## config.mk

```make
export PLATFORM = sky130hd
export DESIGN_NAME = anabellek_denetleyici
export DESIGN_NICKNAME = d
export VERILOG_FILES = /design/src/rtl/anabellek_denetleyici.sv
export SDC_FILE = /design/constraint.sdc
export NUM_CORES = 1
export LEC_CHECK = 0
export CAP_MARGIN = 5
export CELL_PAD_IN_SITES_DETAIL_PLACEMENT = 1
export CELL_PAD_IN_SITES_GLOBAL_PLACEMENT = 1
export CORE_AREA = 5 5 271 141
export CTS_CLUSTER_DIAMETER = 150
export DETAILED_ROUTE_END_ITERATION = 6
export DIE_AREA = 0 0 276 146
export PLACE_DENSITY_LB_ADDON = 0.1
export SLEW_MARGIN = 20
export SYNTH_ARGS = -nofsm -noshare
export SYNTH_HDL_FRONTEND = slang
export SYNTH_SLANG_ARGS = --single-unit
```

## constraint.sdc

```tcl
create_clock -name clk_i -period 7.3 [get_ports clk_i]
set_input_delay 1.095 -clock clk_i [delete_from_list [all_inputs] [get_ports clk_i]]
set_output_delay 1.095 -clock clk_i [all_outputs]
set_load 0.01 [all_outputs]
```

## src/rtl/anabellek_denetleyici.sv

```systemverilog
// rtl/anabellek_denetleyici.sv - cache line to 4-word backing memory controller
// Splits each 128-bit line read/write into four 32-bit word transactions with a per-word timeout.
module anabellek_denetleyici #(
  parameter int ZAMAN_ASIMI = 255
) (
  input  logic         clk_i,
  input  logic         rst_i,
  input  logic         anabellek_istek_i,
  input  logic         anabellek_oku_i,
  input  logic [31:0]  anabellek_adres_i,
  input  logic [127:0] anabellek_yaz_obek_i,
  output logic         anabellek_musait_o,
  output logic         anabellek_hazir_o,
  output logic [127:0] anabellek_obek_o,
  output logic         anabellek_hata_o,
  output logic         bellek_istek_o,
  output logic         bellek_yaz_o,
  output logic [31:0]  bellek_adres_o,
  output logic [31:0]  bellek_veri_o,
  input  logic         bellek_gecerli_i,
  input  logic [31:0]  bellek_veri_i
);

  typedef enum logic [1:0] {BOSTA, OKU, YAZ, TAMAM} durum_t;

  // Last idle cycle allowed; reaching it means ZAMAN_ASIMI consecutive cycles without an ack.
  localparam logic [15:0] SINIR = 16'(ZAMAN_ASIMI - 1);

  durum_t         durum_q, durum_d;
  logic [1:0]     k_q, k_d;
  logic [15:0]    zaman_q, zaman_d;
  logic [31:0]    taban_q, taban_d;
  logic [127:0]   yaz_q, yaz_d;
  logic [127:0]   obek_q, obek_d;
  logic           hata_q, hata_d;

  always_ff @(posedge clk_i) begin
    if (!rst_i) begin
      durum_q <= BOSTA;
      k_q     <= 2'd0;
      zaman_q <= 16'd0;
      taban_q <= 32'd0;
      yaz_q   <= 128'd0;
      obek_q  <= 128'd0;
      hata_q  <= 1'b0;
    end else begin
      durum_q <= durum_d;
      k_q     <= k_d;
      zaman_q <= zaman_d;
      taban_q <= taban_d;
      yaz_q   <= yaz_d;
      obek_q  <= obek_d;
      hata_q  <= hata_d;
    end
  end

  always_comb begin
    durum_d = durum_q;
    k_d     = k_q;
    zaman_d = zaman_q;
    taban_d = taban_q;
    yaz_d   = yaz_q;
    obek_d  = obek_q;
    hata_d  = hata_q;
    case (durum_q)
      BOSTA: begin
        if (anabellek_istek_i) begin
          taban_d = {anabellek_adres_i[31:4], 4'b0000};
          k_d     = 2'd0;
          zaman_d = 16'd0;
          hata_d  = 1'b0;
          if (anabellek_oku_i) begin
            durum_d = OKU;
            obek_d  = 128'd0;
          end else begin
            durum_d = YAZ;
            yaz_d   = anabellek_yaz_obek_i;
          end
        end
      end
      OKU, YAZ: begin
        if (bellek_gecerli_i) begin
          if (durum_q == OKU) obek_d[{k_q, 5'b00000} +: 32] = bellek_veri_i;
          zaman_d = 16'd0;
          k_d     = k_q + 2'd1;
          if (k_q == 2'd3) durum_d = TAMAM;
        end else if (zaman_q == SINIR) begin
          durum_d = TAMAM;
          hata_d  = 1'b1;
        end else begin
          zaman_d = zaman_q + 16'd1;
        end
      end
      TAMAM: durum_d = BOSTA;
      default: durum_d = BOSTA;
    endcase
  end

  always_comb begin
    anabellek_musait_o = 1'b0;
    anabellek_hazir_o  = 1'b0;
    anabellek_hata_o   = 1'b0;
    bellek_istek_o     = 1'b0;
    bellek_yaz_o       = 1'b0;
    bellek_adres_o     = 32'd0;
    bellek_veri_o      = 32'd0;
    case (durum_q)
      BOSTA: anabellek_musait_o = 1'b1;
      OKU, YAZ: begin
        bellek_istek_o = 1'b1;
        bellek_yaz_o   = (durum_q == YAZ);
        bellek_adres_o = taban_q + {28'd0, k_q, 2'b00};
        if (durum_q == YAZ) bellek_veri_o = yaz_q[{k_q, 5'b00000} +: 32];
      end
      TAMAM: begin
        anabellek_hazir_o = 1'b1;
        anabellek_hata_o  = hata_q;
      end
      default: ;
    endcase
  end

  assign anabellek_obek_o = obek_q;

endmodule

```

Yosys cells after proc, flatten, opt, wreduce, memory -nomap -nowiden
Index checks and enable logic that the tools add are counted.
{"block": "totals", "reg_bits": 305, "output_inout_bits": 197}
{"block": "classes", "addsub": 4, "n_eq_ne": 14, "shifts": 3, "n_mux": 31, "bitwise": 1, "reduce_logical": 10}
{"operator": "$mux 128", "count": 4}
{"operator": "$pmux 128 s2", "count": 1}
{"operator": "$bwmux 128", "count": 1}
{"operator": "$shift 32x9->128 const A", "count": 1}
{"operator": "$shiftx 128x8->32", "count": 1}
{"operator": "$shiftx 32x9->128", "count": 1}
{"operator": "$mux 32", "count": 3}
{"operator": "$mux 16", "count": 3}
{"operator": "$add 32x4->32", "count": 1}
{"operator": "$pmux 16 s2", "count": 1}
{"operator": "$add 16x1->16 const B", "count": 1}
{"operator": "$eq 16x8->1 const B", "count": 1}
{"operator": "$mux 2", "count": 7}
{"operator": "$ne 2x2->1 const B", "count": 6}
{"operator": "$reduce_and 3->1", "count": 4}
{"operator": "$ne 3x3->1 const B", "count": 3}
{"operator": "$neg 7->9", "count": 1}
{"operator": "$mux 1", "count": 8}
{"operator": "$eq 2x2->1 const B", "count": 3}
{"operator": "$pmux 2 s3", "count": 1}
{"operator": "$reduce_and 5->1", "count": 1}
{"operator": "$pmux 2 s2", "count": 1}
{"operator": "$reduce_and 4->1", "count": 1}
{"operator": "$add 2x1->2 const B", "count": 1}
{"operator": "other kinds (7)", "count": 7}

Depth between registers and ports, before layout
Gate-level depths: netlist of run 1.
{"block": "logic_depth", "depth_word": 6, "ltp_mapped": 10, "depth_no_buf": 7}

Worst setup path before layout of run 1
OpenSTA, ideal clock, no wires.
{"block": "synth_timing", "kind": "register -> output", "from": "reg k_q[0]", "to": "out bellek_veri_o[10]", "arrival_time_ps": 1688, "required_time_ps": 6205, "setup_slack_ps": 4517, "stages_incl_launch_ff": 5, "n_path_buf": 2, "path_cell_list": "dfxtp_1 -> buf_2 -> buf_2 -> mux4_2 -> and3_1"}
{"block": "synth_between", "elab_chain_cells": 3}
{"element": "from (decl)", "line": "30", "rtl": "logic [1:0] k_q, k_d;"}
{"element": "from (signal assigned)", "line": "48", "rtl": "k_q <= k_d;"}
{"element": "$shiftx 128x8->32", "line": "113", "rtl": "if (durum_q == YAZ) bellek_veri_o = yaz_q[{k_q, 5'b00000} +: 32];"}
{"element": "$mux 32", "line": "113"}
{"element": "$mux 32", "line": "107", "rtl": "case (durum_q)"}
{"element": "to (decl)", "line": "19", "rtl": "output logic [31:0] bellek_veri_o,"}
Every way passes these cells.

Final worst setup path of run 1
{"block": "layout_timing", "from": "reg durum_q[1]", "to": "out bellek_adres_o[3]"}
{"block": "layout_between", "elab_chain_cells": 3}
{"element": "from (decl)", "line": "29", "rtl": "durum_t durum_q, durum_d;"}
{"element": "from (signal assigned)", "line": "47", "rtl": "durum_q <= durum_d;"}
{"element": "$eq 2x1->1 / $eq 2x2->1 (equally long branches)", "line": "107"}
{"element": "$reduce_or 2->1 *", "line": "107"}
{"element": "$mux 32 *", "line": "107"}
{"element": "to (decl)", "line": "18", "rtl": "output logic [31:0] bellek_adres_o,"}
Every way passes the cells marked *; elsewhere a longest branch is shown, timed or not.

==> results.yml, run 1 <==
critical_path:
  rr_startpoint: "durum_q[1]"
  critPathLaunchType: "register"
  critical_path_required_ns: 6.20
  crit_arrival_ns: 3.11
  worst-path-max-fanout: 70
  cp-end-kind: "primary output"
  timing.rr.end: "anabellek_obek_o[3]"
  r2r_slack_ns: 3.57
  r2r_cells: 9
  critPathKind: "register to primary output"
synth:
  synth-async-reset-ratio_pct: 0
  ys_ff_latch: 305
  syn_inst: 1499
  synthFlopType: "dfxtp_1"
  synth-edff-count: 0
  netlist_area_um2: 12560
  ys_seq_area_share_pct: 48.62
  syn_area_per_cell_um2: 8.378
  yosysWarnings: 0
  synth_cell_types: 51
power_and_ir_drop:
  pwr_density_cell_nw_per_um2: 279.9
  swShare_pct: 35.10
  cellLeakagePower_nw: 6.059
  p_clk_share_pct: 32.9
  switchingPower_mw: 1.747
  total_power_mw: 4.977
  p_comb_share_pct: 29.3
  ir_drop_mv: 0.2129
  seq_power_share_pct: 37.8
  p_int_mw: 3.230
finish:
  syn2layout_area_growth_pct: 41.61
  layout-drive-gt1-share_pct: 9.967
  final_area_um2: 17780
  final_nets: 2024
clock_network:
  cts_setup_buffers: 0
  clock-root-buffer: "clkbuf_16"
  path_clk_slew_ns: 0.07
  numCtsBuffers: 30
  post_cts_resize_count: 0
  clk_latency_ns: 0.58
  clockBufferDepth: 3
  clkSinkCount: 305
  cts_tree: "done"
  hold_buffers: 0
  cts_max_level: 1
sta:
  drv_slew: 0
  setup_viol: 0
  fmax_mhz: 237.9
  slew_headroom_pct: 25.86
  tightestPinTransition_ns: 1.112
  rsz0062_at_grt: "no"
  worst_slack_ns: 3.096
  hold_viol_final: 0
  period_needed_ns: 4.204
  tns_ns: 0
  skew_ns: 0.01250
  period_share_pct: 57.59
detailed_routing:
  first_pass_iters: 5
  drc_errors: 0
  drt-initial-drc-count: 619
  via_count: 12043
  routed_via_density: 5.184
  ant_nets: 0
  drt-total-wl_um: 48580
  post_drt_wl_per_cell_um: 20.91
floorplan:
  num_io_pins: 394
  dieArea_um2: 40300
  rows: 49
  start_util_pct: 35.44
  die_y_um: 146
  die_x_um: 276
  coreArea_um2: 35440
placed_design:
  dp_slack_ns: 3.391
  gp_congestion: 0.8020
  hpwl_um: 32910
  io_buffers: 387
  postPlaceCellArea_um2: 16750
global_routing:
  grt_pass1_wl_um: 75110
  antenna_found_initial: 6
  grt_overflow: 0
  grt_max_degree: 150
  grt_pass1_vias: 12544
  track_usage_pct: 22.93
hold_path:
  hold_path_end: "anabellek_obek_o[8]"
  hold_start: "anabellek_obek_o[8]"
  whs_path_depth: 2
  hold_path.class: "register to register"
run_status:
  status: "complete, no violations"
job:
  max-cap-violations: 0
[power groups by stage]
stage               Sequential (mW)  Clock [mW]  Combinational (mW)
floorplan                      1.91           0               0.805
global placement               1.91           0                1.43
detailed placement             1.92           0                1.45
CTS                            1.88        1.67                1.46
global route                   1.90        1.74                1.58
finish                         1.88        1.64                1.46
[cell usage after synthesis (all sizes together) (2+ instances only)]
cell | number | area [um^2]
and3 | 35 | 219.0
or3 | 4 | 30.03
a22oi | 32 | 390.4
nand2b | 4 | 25.02
nor4 | 2 | 12.51
a21oi | 258 | 1291
mux4 | 32 | 720.7
o21ai | 24 | 120.1
nand4 | 7 | 43.79
nor2b | 4 | 25.02
buf | 28 | 152.6
a31oi | 7 | 43.79
and2 | 30 | 187.7
ha | 12 | 150.1
inv | 8 | 30.03
o21a | 2 | 15.01
nand3 | 106 | 530.5
nand2 | 422 | 1584
clkbuf | 96 | 360.4
nor2 | 55 | 286.5
dfxtp | 305 | 6106
o31ai | 2 | 15.01
nor3 | 6 | 46.30
[area by class of cell]
class,instances,area (um^2)
Timing Repair Buffer,407,4036
Inverter,8,37.54
Antenna cell,3,7.507
Sequential cell,305,6108
Clock buffer,43,849.6
Clock inverter,10,170.2
Tap cell,484,605.6
Fill cell,4131,17650
Multi-Input combinational cell,1063,5968
[per-stage QoR]
stage                     hold WS, ns  std cells  utilization [%]
after floorplan                0.4317       1500                -
after global placement         0.4374       2267            47.27
after detailed placement       0.4422       2267            47.27
after CTS                      0.4512       2320            50.15
after global routing           0.4664       2323            50.18
final                          0.4513       2323            50.18
[placed cells by master, fill, tap and decap left out, types with 4 or more instances in the layout]
| master | count |
|---|---|
| nor2_1 | 20 |
| buf_4 | 19 |
| dfxtp_1 | 303 |
| and2_1 | 30 |
| and3_1 | 35 |
| a22oi_2 | 30 |
| nand2_1 | 422 |
| nor3_1 | 4 |
| clkbuf_16 | 30 |
| clkdlybuf4s50_1 | 387 |
| a31oi_1 | 7 |
| bufinv_16 | 4 |
| a21oi_1 | 257 |
| nand4_1 | 7 |
| nor2b_1 | 4 |
| inv_1 | 6 |
| o21ai_0 | 20 |
| ha_1 | 11 |
| clkbuf_1 | 8 |
| mux4_2 | 32 |
| clkbuf_8 | 5 |
| nor2_2 | 34 |
| nand3_1 | 106 |
[sequential cells by signal, indices dropped and copies added (netlist names)]
| register | flops |
|---|---|
| anabellek_obek_o | 128 |
| durum_q | 2 |
| hata_q | 1 |
| k_q | 2 |
| taban_q | 28 |
| yaz_q | 128 |
| zaman_q | 16 |
[logic make-up (layout without fill, tap and decap cells)]
| kind of cell | Yosys count | after routing | synth area share (%) |
|---|---|---|---|
| simple gates | 680 | 680 | 24.23 |
| compound gates | 335 | 335 | 15.69 |
| flops | 305 | 305 | 48.62 |
| buf+inv | 132 | 468 | 4.324 |
| mux | 34 | 34 | 5.908 |
| fa+ha+maj | 12 | 12 | 1.196 |
| other cells | 1 | 5 | 0.02986 |
[how the worst max path moves through the flow]
stage,slack (ns),to,cells past startpoint,from
detailed placement,3.39,anabellek_obek_o[64],7,bellek_gecerli_i
CTS,3.02,bellek_adres_o[3],6,durum_q[1]
finish,3.10,bellek_adres_o[3],6,durum_q[1]
global placement,3.43,anabellek_obek_o[64],7,bellek_gecerli_i
floorplan,4.52,bellek_veri_o[10],4,k_q[0]
global route,2.86,bellek_adres_o[2],6,durum_q[1]
[critical path, stage by stage, from the launching register on]
cell and delay [ns]:
dfxtp_1 0.40, inv_1 0.11, ha_2 0.33, buf_4 0.59
inv_2 0.29, nor2_1 0.18, clkdlybuf4s50_1 0.61
[metal layers]
metal / share of wire [%] / track usage (%)
met2: 48 / 38.35
met5: 0.076 / 0
met3: 5.9 / 5.931
met1: 45 / 30.47
met4: 1.4 / 4.340
(Power assumes the default switching activity.)
==> inputs of run 2 (changes only) <==
--- a/config.mk
+++ b/config.mk
@@ -8,10 +8,10 @@
 export CAP_MARGIN = 5
 export CELL_PAD_IN_SITES_DETAIL_PLACEMENT = 1
 export CELL_PAD_IN_SITES_GLOBAL_PLACEMENT = 1
-export CORE_AREA = 5 5 271 141
+export CORE_AREA = 5 5 291 151
 export CTS_CLUSTER_DIAMETER = 150
 export DETAILED_ROUTE_END_ITERATION = 6
-export DIE_AREA = 0 0 276 146
+export DIE_AREA = 0 0 296 156
 export PLACE_DENSITY_LB_ADDON = 0.1
 export SLEW_MARGIN = 20
 export SYNTH_ARGS = -nofsm -noshare
==> constraint.sdc (replaced) <==
create_clock -name clk_i -period 3.61 [get_ports clk_i]
set_input_delay 0.5415 -clock clk_i [delete_from_list [all_inputs] [get_ports clk_i]]
set_output_delay 0.5415 -clock clk_i [all_outputs]
set_load 0.01 [all_outputs]
==> results.yml, run 2 (synthesis results as in run 1) <==
run_status:
  status: "complete, no violations"
clock_network:
  clockBufferDepth: 3
  clk_latency_ns: 0.57
  cts_max_level: 1
  clock-root-buffer: "clkbuf_16"
  numCtsBuffers: 29
  post_cts_resize_count: 0
  cts_tree: "done"
  clkSinkCount: 305
  cts_setup_buffers: 0
  hold_buffers: 0
  path_clk_slew_ns: 0.07
critical_path:
  crit_arrival_ns: 2.91
  critPathBufInv: 2
  path_cells: "buf_4 > mux4_2 > and3_1 > clkdlybuf4s50_1"
  worst-path-max-fanout: 19
  cp-startpoint: "k_q[0]"
  critical_path_required_ns: 3.07
  rr_startpoint: "k_q[0]"
  cp-end-kind: "primary output"
  critPathLaunchType: "register"
  timing.rr.end: "anabellek_obek_o[63]"
  worstSetupEndpoint: "bellek_veri_o[2]"
  slowest_stage: "dfxtp_2"
  critPathTopFamily: "buffers and inverters"
  r2r_slack_ns: 0.75
  path_depth: 4
  r2r_cells: 8
  critPathMaxStageDelay_ns: 0.79
  critPathKind: "register to primary output"
finish:
  layout_common_cells: "nand2_1, clkdlybuf4s50_1, dfxtp_1"
  final_nets: 2036
  final_common_cell: "nand2_1"
  stdcell_count: 2399
  syn2layout_area_growth_pct: 43.29
  layout-drive-gt1-share_pct: 10.67
job:
  max-cap-violations: 0
detailed_routing:
  via_count: 11958
  post_drt_wl_per_cell_um: 20.47
  routed_via_density: 4.985
  first_pass_iters: 5
  drt-total-wl_um: 49110
  drt-initial-drc-count: 562
  ant_nets: 0
  drc_errors: 0
hold_path:
  hold_path.class: "register to register"
  whs_path_depth: 2
sta:
  fmax_mhz: 289.6
  period_share_pct: 95.64
  period_needed_ns: 3.453
  tns_ns: 0
  slew_headroom_pct: 51.97
  drv_slew: 0
  hold_viol_final: 0
  setup_viol: 0
  skew_ns: 0.01194
  rsz0062_at_grt: "no"
  tightestPinTransition_ns: 0.7172
placed_design:
  hpwl_um: 34100
  io_buffers: 387
  dpl.cell_count: 2346
  gp_congestion: 0.7840
floorplan:
  num_io_pins: 394
  coreArea_um2: 41180
  die_y_um: 156
  rows: 53
  dieArea_um2: 46180
  die_x_um: 296
  start_util_pct: 30.50
global_routing:
  grt_pass1_vias: 12252
  track_usage_pct: 20.27
  grt_pass1_wl_um: 73840
  grt_max_degree: 129
  antenna_found_initial: 3
  grt_overflow: 0
power_and_ir_drop:
  ir_drop_mv: 0.3513
  cellLeakagePower_nw: 6.133
  pwr_density_cell_nw_per_um2: 561.1
[run 2: metal layers]
| layer | part of all wire [%] | global-route usage [%] | vias up |
|---|---|---|---|
| met3 | 4.4 | 4.495 | 50 |
| met2 | 46 | 32.89 | 180 |
| met4 | 1.6 | 4.218 | 0 |
| met5 | 0 | 0 | - |
| li1 | - | - | 5752 |
| met1 | 47 | 28.07 | 5976 |
[run 2: cell type report]
type / count / area, um^2
timing repair buffer: 420 / 4209
inverter: 8 / 37.54
clock buffer: 36 / 792.0
sequential: 305 / 6108
tap: 550 / 688.2
multi-input combinational: 1063 / 5972
clock inverter: 14 / 180.2
antenna: 3 / 7.507
fill: 4748 / 23190
[run 2: stage by stage]
step / hold slack (ns) / instance area (um^2) / setup WS [ns] / total power [mW] / utilization [%]
2_1_floorplan: 0.4317 / 12560 / 1.142 / 5.484 / -
3_3_place_gp: 0.4367 / 17020 / 0.7034 / 6.907 / 41.32
3_5_place_dp: 0.4430 / 17020 / 0.6240 / 6.953 / 41.32
4_1_cts: 0.4519 / 17990 / 0.07487 / 10.22 / 43.68
5_1_grt: 0.4627 / 17990 / 0.004899 / 10.60 / 43.70
6_report: 0.4483 / 17990 / 0.1574 / 10.10 / 43.70
[run 2: power by group]
group	internal [mW]	switching (mW)	total, mW
Combinational	1.04	2.00	3.03
Clock	1.84	1.40	3.24
Sequential	3.65	0.181	3.83
Total	6.52	3.58	10.1
[run 2: worst min-delay path by stage]
stage,start,end,slack (ns)
6_report,anabellek_obek_o[14],anabellek_obek_o[14],0.45
5_1_grt,anabellek_obek_o[2],anabellek_obek_o[2],0.46
4_1_cts,anabellek_obek_o[14],anabellek_obek_o[14],0.45
3_5_place_dp,anabellek_obek_o[14],anabellek_obek_o[14],0.44
3_3_place_gp,taban_q[29],taban_q[29],0.44
2_1_floorplan,taban_q[10],taban_q[10],0.43
[run 2: worst register-to-register path: cells and delay by family, from the launching register on]
kind            cells  cell delay, ns
buf+inv             2            0.68
simple gates        4            0.78
flops               1            0.79
fa+ha+maj           1            0.34
compound gates      1            0.19
==> inputs of run 3 (changes only) <==
--- a/config.mk
+++ b/config.mk
@@ -12,6 +12,7 @@
 export CTS_CLUSTER_DIAMETER = 150
 export DETAILED_ROUTE_END_ITERATION = 6
 export DIE_AREA = 0 0 296 156
+export GPL_TIMING_DRIVEN = 0
 export PLACE_DENSITY_LB_ADDON = 0.1
 export SLEW_MARGIN = 20
 export SYNTH_ARGS = -nofsm -noshare
==> results.yml, run 3 (synthesis results as in run 1) <==
run_status:
  status: "complete, no violations"
sta:
  slew_headroom_pct: 44.57
  period_share_pct: 95.39
  tns_ns: 0
  drv_slew: 0
  skew_ns: 0.008495
  rsz0062_at_grt: "no"
  hold_viol_final: 0
  setup_viol: 0
  fmax_mhz: 290.4
  tightestPinTransition_ns: 0.8278
  period_needed_ns: 3.443
critical_path:
  rr_startpoint: "k_q[1]"
  r2r_slack_ns: 0.25
  path_cells: "inv_1 > ha_1 > clkbuf_4 > clkbuf_2 > and3_1 > clkdlybuf4s50_1"
  slowest_stage: "clkdlybuf4s50_1"
  timing.rr.end: "anabellek_obek_o[63]"
  worst-path-max-fanout: 10
  critical_path_required_ns: 3.07
  critPathKind: "register to primary output"
  crit_arrival_ns: 2.90
  critPathMaxStageDelay_ns: 0.57
  cp-end-kind: "primary output"
  r2r_cells: 10
  critPathLaunchType: "register"
power_and_ir_drop:
  seq_power_share_pct: 36.0
  ir_drop_mv: 0.2867
  cellLeakagePower_nw: 6.251
  swShare_pct: 35.40
  total_power_mw: 10.57
  pwr_density_cell_nw_per_um2: 577.4
  p_int_mw: 6.825
  switchingPower_mw: 3.741
  p_clk_share_pct: 34.0
  p_comb_share_pct: 30.0
floorplan:
  num_io_pins: 394
  dieArea_um2: 46180
  die_y_um: 156
  start_util_pct: 30.50
  coreArea_um2: 41180
  rows: 53
  die_x_um: 296
clock_network:
  cts_setup_buffers: 0
  path_clk_slew_ns: 0.07
  numCtsBuffers: 30
  clkSinkCount: 305
  cts_tree: "done"
  clock-root-buffer: "clkbuf_16"
  cts_max_level: 1
  clockBufferDepth: 3
  clk_latency_ns: 0.57
hold_path:
  whs_path_depth: 2
  hold_start: "anabellek_obek_o[1]"
  hold_path_end: "anabellek_obek_o[1]"
  hold_path.class: "register to register"
job:
  max-cap-violations: 0
finish:
  syn2layout_area_growth_pct: 45.72
  layout_common_cells: "nand2_1, clkdlybuf4s50_1, dfxtp_1"
  final_nets: 2128
  final_common_cell: "nand2_1"
  layout-drive-gt1-share_pct: 9.830
detailed_routing:
  drt-total-wl_um: 55710
  ant_nets: 0
  post_drt_wl_per_cell_um: 22.31
  drt-initial-drc-count: 694
  drc_errors: 0
  via_count: 12628
  routed_via_density: 5.057
  first_pass_iters: 5
placed_design:
  io_buffers: 387
  gp_congestion: 0.8415
  hpwl_um: 43850
global_routing:
  grt_overflow: 0
  track_usage_pct: 23.12
  grt_pass1_vias: 13166
  grt_pass1_wl_um: 82150
  antenna_found_initial: 4
  grt_max_degree: 16
==> run 3: worst max-delay path by stage <==
stage	endpoint	start	slack [ns]	depth (start not counted)
2_1_floorplan	anabellek_obek_o[10]	k_q[1]	1.14	8
3_3_place_gp	anabellek_obek_o[7]	k_q[1]	-0.37	8
3_5_place_dp	anabellek_obek_o[52]	k_q[1]	-0.14	10
4_1_cts	bellek_veri_o[0]	durum_q[1]	0.02	6
5_1_grt	bellek_veri_o[0]	durum_q[1]	0.01	6
6_report	bellek_veri_o[10]	durum_q[1]	0.17	6
==> run 3: what timing repair did <==
action	4_1_cts	5_1_grt
setup endpoints to repair	114	118
endpoints found under the hold margin	0	0
cloned	0	0
gates resized for setup	12	11
hold buffers	0	0
==> run 3: worst max-delay path: cells and delay by family, from the launching register on <==
family	cells	cell delay, ns
adder cells (fa/ha/maj)	1	0.42
buffers and inverters	4	1.28
flip-flops	1	0.39
AND/OR/NAND/NOR	1	0.23
==> run 3: stage by stage <==
| stage | cell area, um^2 | instances | worst slack (ns) | hold slack, ns | utilization, % |
|---|---|---|---|---|---|
| after floorplan | 12560 | 1500 | 1.142 | 0.4317 | - |
| after global placement | 17120 | 2437 | -0.3701 | 0.4370 | 41.58 |
| after detailed placement | 17130 | 2437 | -0.1441 | 0.4427 | 41.60 |
| after CTS | 18270 | 2493 | 0.02064 | 0.4524 | 44.37 |
| after global routing | 18300 | 2497 | 0.01481 | 0.4685 | 44.44 |
| final | 18300 | 2497 | 0.1665 | 0.4517 | 44.44 |
==> run 3: final cells by class <==
cell class	count	area, um^2
Fill cell	4808	22880
Timing Repair Buffer	387	3874
Clock inverter	19	286.5
Buffer	124	539.3
Tap cell	550	688.2
Clock buffer	37	838.3
Inverter	8	30.03
Multi-Input combinational cell	1063	5928
Sequential cell	305	6106
Antenna cell	4	10.01
==> run 3: routing by layer <==
layer	vias to the layer above	share of wire [%]	global-route usage, %
met5	-	0	0
met2	316	43	35.25
met1	6311	49	34.20
li1	5947	-	-
met3	54	5.6	4.694
met4	0	1.6	4.484
==> run 3: power by group through the flow <==
| stage | Clock, mW | Combinational (mW) | Sequential [mW] |
|---|---|---|---|
| global route | 3.83 | 3.42 | 3.84 |
| CTS | 3.68 | 3.13 | 3.80 |
| finish | 3.59 | 3.16 | 3.81 |
| floorplan | 0 | 1.63 | 3.86 |
| detailed placement | 0 | 3.09 | 3.88 |
| global placement | 0 | 3.04 | 3.86 |
